[src/rtl/cmos_capture_pkg.sv]
// Shared types and defaults for the CMOS RGB565 capture block.
package cmos_capture_pkg;

    localparam int RGB_W           = 16;
    localparam int DEF_H_PIXELS    = 480;
    localparam int DEF_V_LINES     = 272;
    localparam int DEF_SKIP_FRAMES = 10;

    typedef enum logic [1:0] {
        WAIT_INIT,
        WAIT_VS,
        SKIP,
        CAPTURE
    } cap_state_t;

endpackage

[src/rtl/sync_2ff.sv]
// Two-flop single-bit synchroniser with asynchronous active-low reset to 0.
module sync_2ff (
    input  logic clk,
    input  logic rst_n,
    input  logic d,
    output logic q
);

    logic meta;

    always_ff @(posedge clk or negedge rst_n) begin
        if (!rst_n) begin
            meta <= 1'b0;
            q    <= 1'b0;
        end else begin
            meta <= d;
            q    <= meta;
        end
    end

endmodule

[src/rtl/cmos_capture_rgb565.sv]
// Pairs CMOS sensor bytes into RGB565 words and forwards whole frames to the
// frame-buffer write FIFO once SDRAM is ready and the sensor has settled.
module cmos_capture_rgb565
    import cmos_capture_pkg::*;
#(
    parameter int H_PIXELS    = DEF_H_PIXELS,
    parameter int V_LINES     = DEF_V_LINES,
    parameter int SKIP_FRAMES = DEF_SKIP_FRAMES
) (
    input  logic             cam_pclk,
    input  logic             rst_n,
    input  logic             sdram_init_done,
    input  logic             cam_vsync,
    input  logic             cam_href,
    input  logic [7:0]       cam_data,
    output logic             sys_we,
    output logic [RGB_W-1:0] sys_data_in,
    output logic             frame_valid,
    output logic             frame_done,
    output logic             err_line,
    output logic             err_frame
);

    localparam int SKIP_W = (SKIP_FRAMES < 2) ? 1 : $clog2(SKIP_FRAMES + 1);

    logic              rst_sync_n;
    logic              init_ok;
    logic              vs_s0, href_s0, vs_d, href_d;
    logic [7:0]        data_s0, hi_byte;
    logic              hi_pending, in_frame;
    logic [10:0]       pix_cnt;
    logic [9:0]        line_cnt, line_cnt_closed;
    logic [SKIP_W-1:0] skip_cnt;
    logic              frame_start, frame_end, href_rise, href_fall;
    logic              line_open, frame_close;
    cap_state_t        state, state_next;

    // Reset is released synchronously so every register leaves reset on the same edge.
    sync_2ff u_rst_sync (.clk(cam_pclk), .rst_n(rst_n), .d(1'b1), .q(rst_sync_n));
    sync_2ff u_init_sync (.clk(cam_pclk), .rst_n(rst_sync_n), .d(sdram_init_done), .q(init_ok));

    assign frame_start     = vs_d & ~vs_s0;
    assign frame_end       = ~vs_d & vs_s0;
    assign href_rise       = href_s0 & ~href_d;
    assign href_fall       = href_d & ~href_s0;
    assign line_open       = (state == CAPTURE) && in_frame && (line_cnt < 10'(V_LINES));
    assign frame_close     = (state == CAPTURE) && in_frame && frame_end;
    // A line closing in the same cycle as the frame still counts toward that frame.
    assign line_cnt_closed = (href_fall && line_cnt != 10'h3FF) ? line_cnt + 10'd1 : line_cnt;

    always_ff @(posedge cam_pclk or negedge rst_sync_n) begin
        if (!rst_sync_n) state <= WAIT_INIT;
        else             state <= state_next;
    end

    always_comb begin
        state_next = state;
        case (state)
            WAIT_INIT: if (init_ok) state_next = WAIT_VS;
            WAIT_VS:   if (frame_start) state_next = (SKIP_FRAMES == 0) ? CAPTURE : SKIP;
            SKIP:      if (frame_start && skip_cnt == SKIP_W'(SKIP_FRAMES)) state_next = CAPTURE;
            CAPTURE:   state_next = CAPTURE;
            default:   state_next = WAIT_INIT;
        endcase
        if (!init_ok) state_next = WAIT_INIT;
    end

    always_ff @(posedge cam_pclk or negedge rst_sync_n) begin
        if (!rst_sync_n) begin
            vs_s0    <= 1'b0;
            href_s0  <= 1'b0;
            data_s0  <= 8'h00;
            vs_d     <= 1'b0;
            href_d   <= 1'b0;
            in_frame <= 1'b0;
            skip_cnt <= '0;
            line_cnt <= 10'd0;
        end else begin
            vs_s0   <= cam_vsync;
            href_s0 <= cam_href;
            data_s0 <= cam_data;
            vs_d    <= vs_s0;
            href_d  <= href_s0;
            if (frame_start)    in_frame <= 1'b1;
            else if (frame_end) in_frame <= 1'b0;
            if (state == WAIT_VS)
                skip_cnt <= '0;
            else if (state == SKIP && frame_end && skip_cnt != SKIP_W'(SKIP_FRAMES))
                skip_cnt <= skip_cnt + 1'b1;
            line_cnt <= frame_start ? 10'd0 : line_cnt_closed;
        end
    end

    // Even bytes are parked as the high half; each odd byte completes a pixel.
    always_ff @(posedge cam_pclk or negedge rst_sync_n) begin
        if (!rst_sync_n) begin
            hi_byte     <= 8'h00;
            hi_pending  <= 1'b0;
            pix_cnt     <= 11'd0;
            sys_we      <= 1'b0;
            sys_data_in <= '0;
            err_line    <= 1'b0;
        end else begin
            sys_we <= 1'b0;
            if (href_rise) begin
                pix_cnt    <= 11'd0;
                hi_byte    <= data_s0;
                hi_pending <= 1'b1;
            end else if (href_s0) begin
                if (hi_pending) begin
                    hi_pending <= 1'b0;
                    if (line_open && pix_cnt < 11'(H_PIXELS)) begin
                        sys_we      <= 1'b1;
                        sys_data_in <= {hi_byte, data_s0};
                    end
                    if (pix_cnt != 11'h7FF) pix_cnt <= pix_cnt + 11'd1;
                end else begin
                    hi_byte    <= data_s0;
                    hi_pending <= 1'b1;
                end
            end else if (href_fall) begin
                hi_pending <= 1'b0;
                if (hi_pending || (line_open && pix_cnt < 11'(H_PIXELS)))
                    err_line <= 1'b1;
            end
        end
    end

    always_ff @(posedge cam_pclk or negedge rst_sync_n) begin
        if (!rst_sync_n) begin
            frame_valid <= 1'b0;
            frame_done  <= 1'b0;
            err_frame   <= 1'b0;
        end else begin
            frame_valid <= (state_next == CAPTURE);
            frame_done  <= frame_close;
            if (frame_close && line_cnt_closed != 10'(V_LINES))
                err_frame <= 1'b1;
        end
    end

endmodule

[config.mk]
export PLATFORM = sky130hd
export DESIGN_NAME = cmos_capture_rgb565
export DESIGN_NICKNAME = d
export VERILOG_FILES = /design/src/rtl/cmos_capture_pkg.sv /design/src/rtl/sync_2ff.sv /design/src/rtl/cmos_capture_rgb565.sv
export SDC_FILE = /design/constraint.sdc
export NUM_CORES = 1
export LEC_CHECK = 0
export BUFFER_PORTS_ARGS = -buffer_cell sky130_fd_sc_hd__buf_2
export CORE_ASPECT_RATIO = 1.5
export CORE_MARGIN = 2
export CORE_UTILIZATION = 32
export CTS_BUF_LIST = sky130_fd_sc_hd__clkbuf_4
export DETAILED_ROUTE_END_ITERATION = 8
export PLACE_DENSITY_LB_ADDON = 0.12
export SLEW_MARGIN = 20
export SYNTH_ARGS = -nofsm -noshare
export SYNTH_HDL_FRONTEND = slang
export SYNTH_HIERARCHICAL = 1
export SYNTH_SLANG_ARGS = --single-unit
[constraint.sdc]
create_clock -name cam_pclk -period 3.2 [get_ports cam_pclk]
set_clock_uncertainty 0.15 [all_clocks]
set_input_delay 0.32 -clock cam_pclk [delete_from_list [all_inputs] [get_ports cam_pclk]]
set_output_delay 0.32 -clock cam_pclk [all_outputs]
set_load 0.01 [all_outputs]
# After elaboration in Yosys (flattened, before gate mapping)
# Index checks and enable logic that the tools add are counted.
# classes
add_sub_neg,3
magnitude_cmp,2
n_eq_ne,10
muxes,25
bitwise_logic,9
n_reduce_logical,21
# ops
operator,n
$mux W11,4
$mux W8,3
$mux W10,2
$add A11 B1 Y11 const B,1
$lt A11 B9 Y1 const B,1
$ne A11 B11 Y1 const B,1
$add A10 B1 Y10 const B,1
$lt A10 B9 Y1 const B,1
$mux W1,10
$ne A10 B10 Y1 const B,1
$ne A10 B9 Y1 const B,1
$reduce_bool A2 Y1,5
$logic_and A1 B1 Y1,9
$mux W4,2
$pmux W2 S4,1
$reduce_and A4 Y1,2
$eq A2 B2 Y1 const B,3
$mux W2,3
$not A1 Y1,5
$add A4 B1 Y4 const B,1
$and A1 B1 Y1,4
$eq A4 B4 Y1 const B,1
$ne A4 B4 Y1 const B,1
$reduce_and A3 Y1,1
other kinds (6),6
# word_totals
ff_bits,74
output_inout_bits,21
elab_cells,92

# Logic depth before layout (Yosys ltp)
# logic_depth
depth_word,8
mapped_depth,7

# By module
# Netlist, hierarchy kept.
# by_module_without_submodules
mod,n_inst,cells_per_inst,area_per_inst_um2,seq_area_each_um2
cmos_capture_rgb565,1,255,3153.0,1751.7
sync_2ff,2,2,50.0,50.0

# Worst setup path before layout
# Ideal clock, no wire load.
# synth_timing
path_kind,reg-to-reg
startpoint,reg line_cnt[0]
endpoint,reg err_frame
arrival_time_ns,1.688
required_time_ns,2.917
setup_slack_ns,1.229
path_stages_with_launch,7
n_path_buf,0
synth_period_minus_slack_ns,1.971
path_cell_list,dfrtp_1 -> ha_1 -> nand2_1 -> o31ai_4 -> or3b_1 -> a2111oi_2 -> a31oi_1
# synth_between
elab_chain_cells,5
elab_cells_between_ends,6
cone_classes,1 x add/sub; 2 x eq/ne; 1 x mux; 2 x reduce/logical
# synth_lines
element,line,source
from (decl),cmos_capture_rgb565.sv:32,"logic [9:0] line_cnt, line_cnt_closed;"
from (signal assigned),cmos_capture_rgb565.sv:90,line_cnt <= frame_start ? 10'd0 : line_cnt_closed;
branches (longest 2 deep; another with $add A10 B1 Y10),n/a,
$mux W10 (*),cmos_capture_rgb565.sv:49,assign line_cnt_closed = (href_fall && line_cnt != 10'h3FF) ? line_cnt + 10'd1 : line_cnt;
$ne A10 B9 Y1 (*),cmos_capture_rgb565.sv:137,if (frame_close && line_cnt_closed != 10'(V_LINES))
$logic_and A1 B1 Y1 (*),cmos_capture_rgb565.sv:137,
to (signal assigned),cmos_capture_rgb565.sv:133,err_frame <= 1'b0;
to (signal assigned),cmos_capture_rgb565.sv:138,err_frame <= 1'b1;
to (decl),cmos_capture_rgb565.sv:21,output logic err_frame
# Mark *: on every way between the ends.
# A chain may end at the register's enable or synchronous reset.

# Final worst setup path
# layout_timing
startpoint,reg state[0]
endpoint,reg sys_data_in[4]
# layout_between
elab_chain_cells,5
# layout_lines
element,line,source
from (decl),cmos_capture_rgb565.sv:36,"cap_state_t state, state_next;"
from (signal assigned),cmos_capture_rgb565.sv:53,else state <= state_next;
$eq A2 B2 Y1,cmos_capture_rgb565.sv:46,assign line_open = (state == CAPTURE) && in_frame && (line_cnt < 10'(V_LINES));
$logic_and A1 B1 Y1 (2 in series),cmos_capture_rgb565.sv:46,
$logic_and A1 B1 Y1,cmos_capture_rgb565.sv:112,if (line_open && pix_cnt < 11'(H_PIXELS)) begin
$reduce_and A4 Y1 (no line),n/a,
to (signal assigned),cmos_capture_rgb565.sv:114,"sys_data_in <= {hi_byte, data_s0};"
to (decl),cmos_capture_rgb565.sv:17,"output logic [RGB_W-1:0] sys_data_in,"
# Every way passes these cells.

==> flow_summary_export.csv <==
group,metric,value,unit
global_routing,grt_max_degree,41,
critical_path,rr_startpoint,"state[0]",
route,wl,6.33,mm
sta,finalSetupViolations,0,
place,place_ws,0.950,ns
sta,hold_viol,0,
route,drtPass1Iterations,4,
clock_network,clock_latency,0.42,ns
route,dr.max_layer_used,"met4",
place,gp_congestion,0.778,
clock_network,cts_buffers,9,
synthesis,yosys_warnings,6,
route,route.met2.wl,3.24,mm
sta,tns,0,ns
die,initial_core_util,32.5,%
route,detailedRoute.firstIterationViolations,98,
sta,fin_crit_sh,69.5,%
sta,period_needed,2.22,ns
sta,holdWs,0.0480,ns
synthesis,synth_fa_ha_area_share,2.31,%
critical_path,setup.worst_path.end_class,"register",
worst_hold_path,hold_path.class,"primary input to asynchronous set/reset pin",
die,num_rows,45,
global_routing,grt_usage,12.9,%
synthesis,synthFlopType,"dfrtp_1",
pwr,pwr_density_cell,467,mW/mm^2
critical_path,crit_required,3.36,ns
route,wl_met1,2.65,mm
critical_path,r2r-end,"sys_data_in[4]",
synthesis,synthXorXnorAreaFrac,3.23,%
synthesis,syn_nets,278,
route,vias,2104,
synthesis,synth_area,0.00325,sq mm
clock_network,cts_resized,0,
run,drv_cap,0,
route,wire_per_inst,14.7,microns
die,die_w,86.3,microns
clock_network,cts_root_buf,"clkbuf_4",
sta,max_freq,450,MHz
place,dp.cells,401,
die,core-area,0.0100,sq mm
clock_network,cts_max_level,3,
synthesis,yosys.cell_types.count,55,
synthesis,synthArstFlopShare,100,%
clock_network,cts_max_path_buffers,2,
global_routing,antenna_found_initial,1,
synthesis,ys_ff_latch,74,
sta,rsz0062_at_grt,"no",
global_routing,grt_pass1_wl,10.9,mm
synthesis,postSynthCellCount,259,
critical_path,rrSetupSlack,0.98,ns
route,ant_nets,0,
route,via_per_inst,4.89,
synthesis,muxShareOfSynthArea,11.1,%
final_layout,final_cell_area,0.00374,sq mm
critical_path,cp_max_fo,17,
clock_network,cts_tree,"done",
place,dp_hpwl,4.46,mm
final_layout,layout.cells.non_filler,430,
synthesis,yosysSeqAreaShare,56.9,%
sta,setup_ws,0.976,ns
critical_path,reg2reg_depth,5,
critical_path,crit_arrival,2.39,ns
die,io_pins,34,
route,remaining_drc_errors,0,
clock_network,clk_pin_slew,0.12,ns
pwr,static-leakage-power,1.81,nW
synthesis,yosys.area_share.simple,14.5,%
final_layout,drive_gt1_share,27.9,%
die,die_area,0.0110,sq mm
pwr,ir_worst_vdd,244,uV
place,placed_cell_area,0.00350,sq mm
place,io_buffers,33,
sta,drv_slew,0,
synthesis,synth_edf_count,0,
global_routing,grt_pass1_vias,2208,
global_routing,grt.overflow.total,0,
route,met3_length,271,microns
die,die_h,127,microns
sta,slew_headroom,43.4,%
synthesis,synth_top_family_by_area,"simple AND/OR/NAND/NOR gates",
synthesis,synth_compound_gate_area_share,8.46,%
status,status,"finished, final reports clean",
final_layout,syn_to_final_growth,14.9,%
final_layout,nets,326,
synthesis,avgSynthCellArea,12.6,sq um
clock_network,cts.sinks,74,
sta,worst_pin_slew,0.849,ns
critical_path,path_class,"register to register",
critical_path,start_kind,"register",
## power by group
group          leakage [nW]  internal [mW]  switching (mW)  total [mW]
Combinational         0.784         0.0976          0.0850       0.183
Clock                0.0635          0.157           0.338       0.495
Sequential            0.959           1.00          0.0675        1.07
## sequential cells by signal, indices dropped and copies added, names as in the netlist, 2 cells and up
name / flops
state: 2
hi_byte: 8
data_s0: 8
pix_cnt: 11
line_cnt: 10
skip_cnt: 4
sys_data_in: 16
## worst max path at each step
stage / startpoint / end / slack [ns] / cells after the start
after floorplan: u_rst_sync/q / data_s0[0] / 0.84 / 0
after global placement: state[0] / sys_data_in[1] / 0.99 / 5
after detailed placement: state[0] / sys_data_in[1] / 0.95 / 5
after CTS: state[0] / sys_data_in[4] / 0.94 / 5
after global routing: state[0] / sys_data_in[4] / 0.76 / 5
final: state[0] / sys_data_in[4] / 0.98 / 5
## metal layers
layer	global-route usage, %	vias up
li1	-	1021
met1	15.1	1029
met3	4.20	13
met2	21.0	41
met4	6.07	0
met5	0	-
## area by class of cell
| cell class | instances | area, sq um |
|---|---|---|
| clock buffer | 9 | 67.6 |
| tap | 117 | 146 |
| timing repair buffer | 47 | 300 |
| inverter | 8 | 30.0 |
| antenna | 1 | 2.50 |
| fill | 1019 | 6280 |
| clock inverter | 7 | 43.8 |
| multi-input combinational | 167 | 1290 |
| sequential | 74 | 1850 |
## Yosys cell counts, types with 3 or more instances
master / instances / share of area [%]
ha_1: 6 / 2.3
nor2b_1: 4 / 0.77
a31oi_1: 4 / 0.77
buf_2: 4 / 0.62
o21ai_0: 3 / 0.46
mux2_4: 8 / 3.7
nand3_1: 6 / 0.92
nor3_1: 7 / 1.1
nor2_1: 26 / 3.0
dfrtp_1: 74 / 57
a21oi_1: 8 / 1.2
xnor2_1: 4 / 1.1
inv_1: 8 / 0.92
mux2i_1: 5 / 1.5
nand4_1: 5 / 0.96
nand2_1: 14 / 1.6
mux2_2: 16 / 5.5
and3_1: 6 / 1.2
xor2_1: 8 / 2.2
## layout by cell type (no fill, tap or decap), drive strengths merged, types with 3 or more instances in the layout
cell,synthesis,final
a21oi,8,8
a31oi,4,4
a41oi,3,3
and3,6,6
and4,3,3
buf,8,35
clkbuf,2,9
clkinv,0,5
dfrtp,74,74
dlygate4sd3,0,12
ha,6,6
inv,8,9
mux2,25,25
mux2i,5,5
nand2,14,14
nand3,7,7
nand4,6,6
nor2,27,27
nor2b,4,4
nor3,7,7
o21ai,3,3
xnor2,4,4
xor2,8,8
## worst max-delay path: stages, from the launching register on
cell and delay (ns):
dfrtp_1 0.48, nand3_1 0.17, nor4_1 0.19, nand3_1 0.18, nor2_4 0.53, mux2_2 0.40
## timing repair
item,4_1_cts,5_1_grt
hold endpoints to repair,13,0
buffers inserted,0,0
hold buffers,12,0
## cell families after synthesis
| logic type | after synthesis |
|---|---|
| buffers and inverters | 18 |
| AOI/OAI and AO/OA | 33 |
| xor gates and xnor gates | 12 |
| adders and majority gates | 6 |
| muxes | 30 |
| and+or+nand+nor | 85 |
| DFF | 74 |
| other | 1 |
## stage by stage
stage / power (mW) / util, %
floorplan: 1.20 / -
global placement: 1.26 / 35.0
detailed placement: 1.27 / 35.0
CTS: 1.79 / 37.3
global route: 1.86 / 37.3
finish: 1.75 / 37.3
Power figures use the tool's default switching activity.
